`src/rtl/branch_predictor.sv`:
```
// Direct-mapped BTB with 2-bit saturating counters: zero-latency prediction for IF,
// update and misprediction/recovery reporting for branches resolved in ID, plus statistics.
module branch_predictor #(
  parameter int unsigned ENTRIES = 16
) (
  input  logic        i_clk,
  input  logic        i_rst_n,
  input  logic [31:0] i_if_pc,
  output logic        o_pred_taken,
  output logic [31:0] o_pred_target,
  input  logic        i_upd_valid,
  input  logic [31:0] i_upd_pc,
  input  logic        i_upd_taken,
  input  logic [31:0] i_upd_target,
  input  logic        i_upd_pred_taken,
  input  logic [31:0] i_upd_pred_target,
  output logic        o_mispredict,
  output logic [31:0] o_recover_pc,
  output logic [31:0] o_stat_branches,
  output logic [31:0] o_stat_mispredicts
);

  localparam int unsigned IDX  = $clog2(ENTRIES);
  localparam int unsigned TAGW = 30 - IDX;

  logic            r_valid  [ENTRIES];
  logic [TAGW-1:0] r_tag    [ENTRIES];
  logic [31:0]     r_target [ENTRIES];
  logic [1:0]      r_ctr    [ENTRIES];
  logic [31:0]     r_stat_branches;
  logic [31:0]     r_stat_mispredicts;

  logic [IDX-1:0]  w_if_idx;
  logic [TAGW-1:0] w_if_tag;
  logic            w_if_hit;
  logic [IDX-1:0]  w_upd_idx;
  logic [TAGW-1:0] w_upd_tag;
  logic            w_upd_hit;
  logic            w_mispredict;
  logic            w_unused;

  assign w_if_idx  = i_if_pc[IDX+1:2];
  assign w_if_tag  = i_if_pc[31:IDX+2];
  assign w_upd_idx = i_upd_pc[IDX+1:2];
  assign w_upd_tag = i_upd_pc[31:IDX+2];
  assign w_unused  = ^{i_if_pc[1:0], i_upd_pc[1:0]};

  assign w_if_hit  = r_valid[w_if_idx] && (r_tag[w_if_idx] == w_if_tag);
  assign w_upd_hit = r_valid[w_upd_idx] && (r_tag[w_upd_idx] == w_upd_tag);

  // Prediction reads pre-update contents; there is no write bypass.
  assign o_pred_taken  = w_if_hit && r_ctr[w_if_idx][1];
  assign o_pred_target = o_pred_taken ? r_target[w_if_idx] : 32'd0;

  assign w_mispredict = i_upd_valid &&
                        ((i_upd_taken != i_upd_pred_taken) ||
                         (i_upd_taken && (i_upd_pred_target != i_upd_target)));
  assign o_mispredict = w_mispredict;
  assign o_recover_pc = !i_upd_valid ? 32'd0 :
                        (i_upd_taken ? i_upd_target : i_upd_pc + 32'd4);

  // BTB update: train on hits, allocate only on taken misses.
  always_ff @(posedge i_clk or negedge i_rst_n) begin
    if (!i_rst_n) begin
      for (int i = 0; i < ENTRIES; i++) begin
        r_valid[i]  <= 1'b0;
        r_tag[i]    <= '0;
        r_target[i] <= 32'd0;
        r_ctr[i]    <= 2'b01;
      end
    end else if (i_upd_valid) begin
      if (w_upd_hit) begin
        if (i_upd_taken) begin
          if (r_ctr[w_upd_idx] != 2'b11) r_ctr[w_upd_idx] <= r_ctr[w_upd_idx] + 2'd1;
          r_target[w_upd_idx] <= i_upd_target;
        end else if (r_ctr[w_upd_idx] != 2'b00) begin
          r_ctr[w_upd_idx] <= r_ctr[w_upd_idx] - 2'd1;
        end
      end else if (i_upd_taken) begin
        r_valid[w_upd_idx]  <= 1'b1;
        r_tag[w_upd_idx]    <= w_upd_tag;
        r_target[w_upd_idx] <= i_upd_target;
        r_ctr[w_upd_idx]    <= 2'b10;
      end
    end
  end

  // Saturating statistics counters.
  always_ff @(posedge i_clk or negedge i_rst_n) begin
    if (!i_rst_n) begin
      r_stat_branches    <= 32'd0;
      r_stat_mispredicts <= 32'd0;
    end else begin
      if (i_upd_valid && (r_stat_branches != 32'hFFFF_FFFF))
        r_stat_branches <= r_stat_branches + 32'd1;
      if (w_mispredict && (r_stat_mispredicts != 32'hFFFF_FFFF))
        r_stat_mispredicts <= r_stat_mispredicts + 32'd1;
    end
  end

  assign o_stat_branches    = r_stat_branches;
  assign o_stat_mispredicts = r_stat_mispredicts;

endmodule

```
`config.mk`:
```
export PLATFORM = sky130hd
export DESIGN_NAME = branch_predictor
export DESIGN_NICKNAME = d
export VERILOG_FILES = /design/src/rtl/branch_predictor.sv
export SDC_FILE = /design/constraint.sdc
export NUM_CORES = 2
export LEC_CHECK = 0
export ABC_AREA = 1
export BUFFER_PORTS_ARGS = -buffer_cell sky130_fd_sc_hd__buf_2
export CORE_AREA = 2 2 251 501
export CTS_BUF_LIST = sky130_fd_sc_hd__clkbuf_2
export DETAILED_ROUTE_END_ITERATION = 10
export DIE_AREA = 0 0 253 503
export PLACE_DENSITY_LB_ADDON = 0.25
export SYNTH_ARGS = -nofsm -noshare
export SYNTH_HDL_FRONTEND = slang
export SYNTH_SLANG_ARGS = --single-unit
```
`constraint.sdc`:
```
create_clock -name i_clk -period 2.78 [get_ports i_clk]
set_input_delay 0.278 -clock i_clk [delete_from_list [all_inputs] [get_ports i_clk]]
set_output_delay 0.278 -clock i_clk [all_outputs]
set_load 0.02 [all_outputs]
```
==> impl_metrics.csv <==
group,metric,value,unit
global_route,globalRouteOverflowTotal,0,
global_route,grt_pass1_vias,53900,
critical_path,worst_path_largest_cell_delay,420,ps
min_path,hp-start,"i_upd_pc[7]",
clock_network,cts_inserted_buffers,236,
critical_path,critPathLaunch,"r_tag[373]$_DFFE_PN0P_",
final_layout,final_nets,8602,
run,drv_cap,0,
outcome,outcome,"complete, but fails checks",
route,top_layer,"met5",
placement,place_congestion,1.00,
die,initial_utilization,44.7,%
route,drtAntennaViolNets,0,
sta,finalSetupViolations,389,
clock_network,cts_root_buffer,"clkbuf_2",
route,wirelength,233000,microns
power_and_ir_drop,peakVddDrop,0.430,mV
global_route,antenna_found_initial,9,
critical_path,cpMaxStageDelayCell,"dfrtp_1",
global_route,grt_max_degree,197,
sta,hold_viol,0,
critical_path,path_cells,"inv_2 > a21oi_2 > o21ai_1 > nand3_1 > nand3_2 > nand2_2 > xnor2_2 > buf_6 > nand2_2 > nor3_2 > buf_4 > nand3_4 > buf_12 > clkbuf_16 > nor3_4 > buf_6",
critical_path,r2r_slack,-200,ps
critical_path,timing.rr.end,"r_tag[237]$_DFFE_PN0P_",
global_route,grt_pass1_wl,324000,microns
die,rows,183,
die,fp.dieH,503,microns
route,drcViolationCount,0,
route,wl_met3,29900,microns
yosys,syn_nets,7664,
power_and_ir_drop,p_per_area,561,nW/um^2
yosys,yosys-top-cells-area,"dfrtp_1, nand2_1, o21ai_0",
min_path,hold_depth,12,
placement,dp.cells,9366,
min_path,hold_path_class,"in2reg",
route,drt_iter0_drc,7213,
sta,period_share,166,%
critical_path,worst-r2r-cell-count,20,
sta,period_minus_slack,4620,ps
yosys,synth_top_flop_cell,"dfrtp_1",
sta,skew,124,ps
outcome,violations,"negative setup slack",
critical_path,crit_type,"reg2out",
yosys,synth_seq_cells,1040,
route,wl_met2,99700,microns
final_layout,final_common_cell,"nand2_1",
die,die-area,127000,sq um
final_layout,area_growth_syn_to_layout,31.7,%
sta,worst_slew_margin_rel,17.4,%
critical_path,worst-path-max-fanout,5,
final_layout,most-common-layout-cells,"nand2_1, dfrtp_1, o21ai_0, inv_1, a21oi_1",
route,drt_first_pass_iters,7,
placement,place_ws,-517,ps
yosys,yosysUniqueCellTypes,49,
clock_network,cts_buffer_depth,3,
die,ioPinCount,263,
critical_path,cp-end-kind,"primary output",
yosys,async_flop_share,100,%
placement,io_buffers,260,
sta,fin_setup_tns,-102790,ps
sta,fmaxAchievable,216,MHz
clock_network,clock-sinks,1040,
clock_network,cts_tree,"built",
yosys,yosysSeqAreaShare,47.1,%
yosys,syn_avg_cell_area,7.35,sq um
critical_path,required,2500,ps
sta,rsz0062_at_grt,"yes",
final_layout,fin_cells,10200,
sta,worst_slack,-1840,ps
clock_network,clkTransAtPathRegs,140,ps
power_and_ir_drop,p_leak,35.0,nW
yosys,synth_area_leader_cell,"dfrtp_1",
clock_network,htree_levels,4,
yosys,yosysTopAreaCellShare,46.3,%
clock_network,clk_latency,1850,ps
route,wl_met1,88700,microns
route,routed_via_density,5.77,
critical_path,rr_startpoint,"r_tag[33]$_DFFE_PN0P_",
placement,dp.final_hpwl,137000,microns
route,num_vias,59000,
final_layout,nFillCells,11100,
sta,worst_slew_pin_slew,1240,ps
min_path,min_to,"r_ctr[26]$_DFFE_PN1P_",
final_layout,drive_gt1_share,22.5,%
yosys,yosys_warnings,0,
yosys,synth_edf_count,0,
route,wire_per_inst,22.7,microns
global_route,track_usage,33.5,%
die,die_w,253,microns
die,coreArea,124000,sq um
sta,maxSlewViolCount,0,
yosys,syn-cell-area,55300,sq um
yosys,syn_inst,7523,
critical_path,worst_ep_arrival_time,4340,ps
critical_path,critPathLaunchType,"flop",
[logic make-up after synthesis]
| logic type | synth area share, % |
|---|---|
| flops | 47.1 |
| xor+xnor | 1.44 |
| buf+inv | 9.52 |
| fa+ha+maj | 0.181 |
| compound gates | 20.1 |
| simple gates | 21.6 |
| mux | 0.0204 |
[where the power goes]
part           internal, mW  total [mW]  leakage [nW]  switching (mW)
logic                  4.33        10.6          20.8            6.25
clock network          3.70        10.3          1.64            6.64
registers              18.2        20.0          12.6            1.79
total                  26.2        40.9          35.0            14.7
[sequential cells by signal (all words and copies together) (netlist names)]
signal and cells:
o_stat_branches 32, r_tag 416, o_stat_mispredicts 32, r_target 512, r_ctr 32, r_valid 16
[worst max-delay path, delay by kind of cell (launching register included)]
kind                      cells  cell delay [ps]
AOI/OAI and AO/OA             2              130
xor gates and xnor gates      1              180
buffers and inverters         6              930
DFF                           1              420
and+or+nand+nor               7              800
[per-layer routing]
metal  GRT usage, %  vias to the layer above
met5              0                        -
met4           14.5                       10
met3           7.52                      867
met2           50.9                     3870
met1           45.9                    27600
li1               -                    26700
[how the worst max path moves through the flow]
stage	endpoint	slack [ps]	depth (start not counted)
after floorplan	o_pred_target[0]	-20	13
after global placement	o_recover_pc[26]	-500	16
after detailed placement	o_recover_pc[26]	-520	16
after CTS	o_pred_target[7]	-1760	16
after global routing	o_pred_target[6]	-2050	16
final	o_pred_target[6]	-1840	16
[synthesized netlist by cell type, drive strengths merged (5+ instances only)]
cell type and count:
o311ai 5, dfstp 16, a21oi 648, clkbuf 388
inv 740, o21a 64, o21ai 1282, nor4 19
dfrtp 1024, xnor2 19, or2 15, ha 8
nand4 63, o22ai 16, xor2 72, nand3 483
nor2 431, o211ai 91, clkinv 24, nand2 1805
nor3 88, buf 195
[stage by stage]
stage | power (mW) | hold WS, ps | instance area [sq um] | utilization [%]
finish | 40.9 | 10.9 | 72800 | 58.9
detailed placement | 29.2 | 340 | 63000 | 50.9
CTS | 40.1 | 0.142 | 69200 | 55.9
floorplan | 25.5 | -17.6 | 55700 | -
global placement | 29.0 | 337 | 63000 | 50.9
global route | 43.2 | -67.2 | 72800 | 58.9
[timing repair]
action / CTS / global route
gates cloned: 10 / 61
pin swaps: 46 / 59
resized for setup: 310 / 595
endpoints found under the hold margin: 2080 / 472
setup buffers: 107 / 54
endpoints found under the setup margin: 158 / 562
hold buffers: 223 / 33
[cell type report]
cell class,instances,area [sq um],area share [%]
multi-input cells,5137,26300,36.2
flip-flops and latches,1040,26100,35.8
repair buffers,1282,13300,18.3
inverters,764,2960,4.07
well taps,1572,1970,2.70
clock buffers,347,1740,2.38
clock inverters,80,443,0.608
diodes,10,25.0,0.0344
Note: power is estimated with default switching activity, not from simulation.
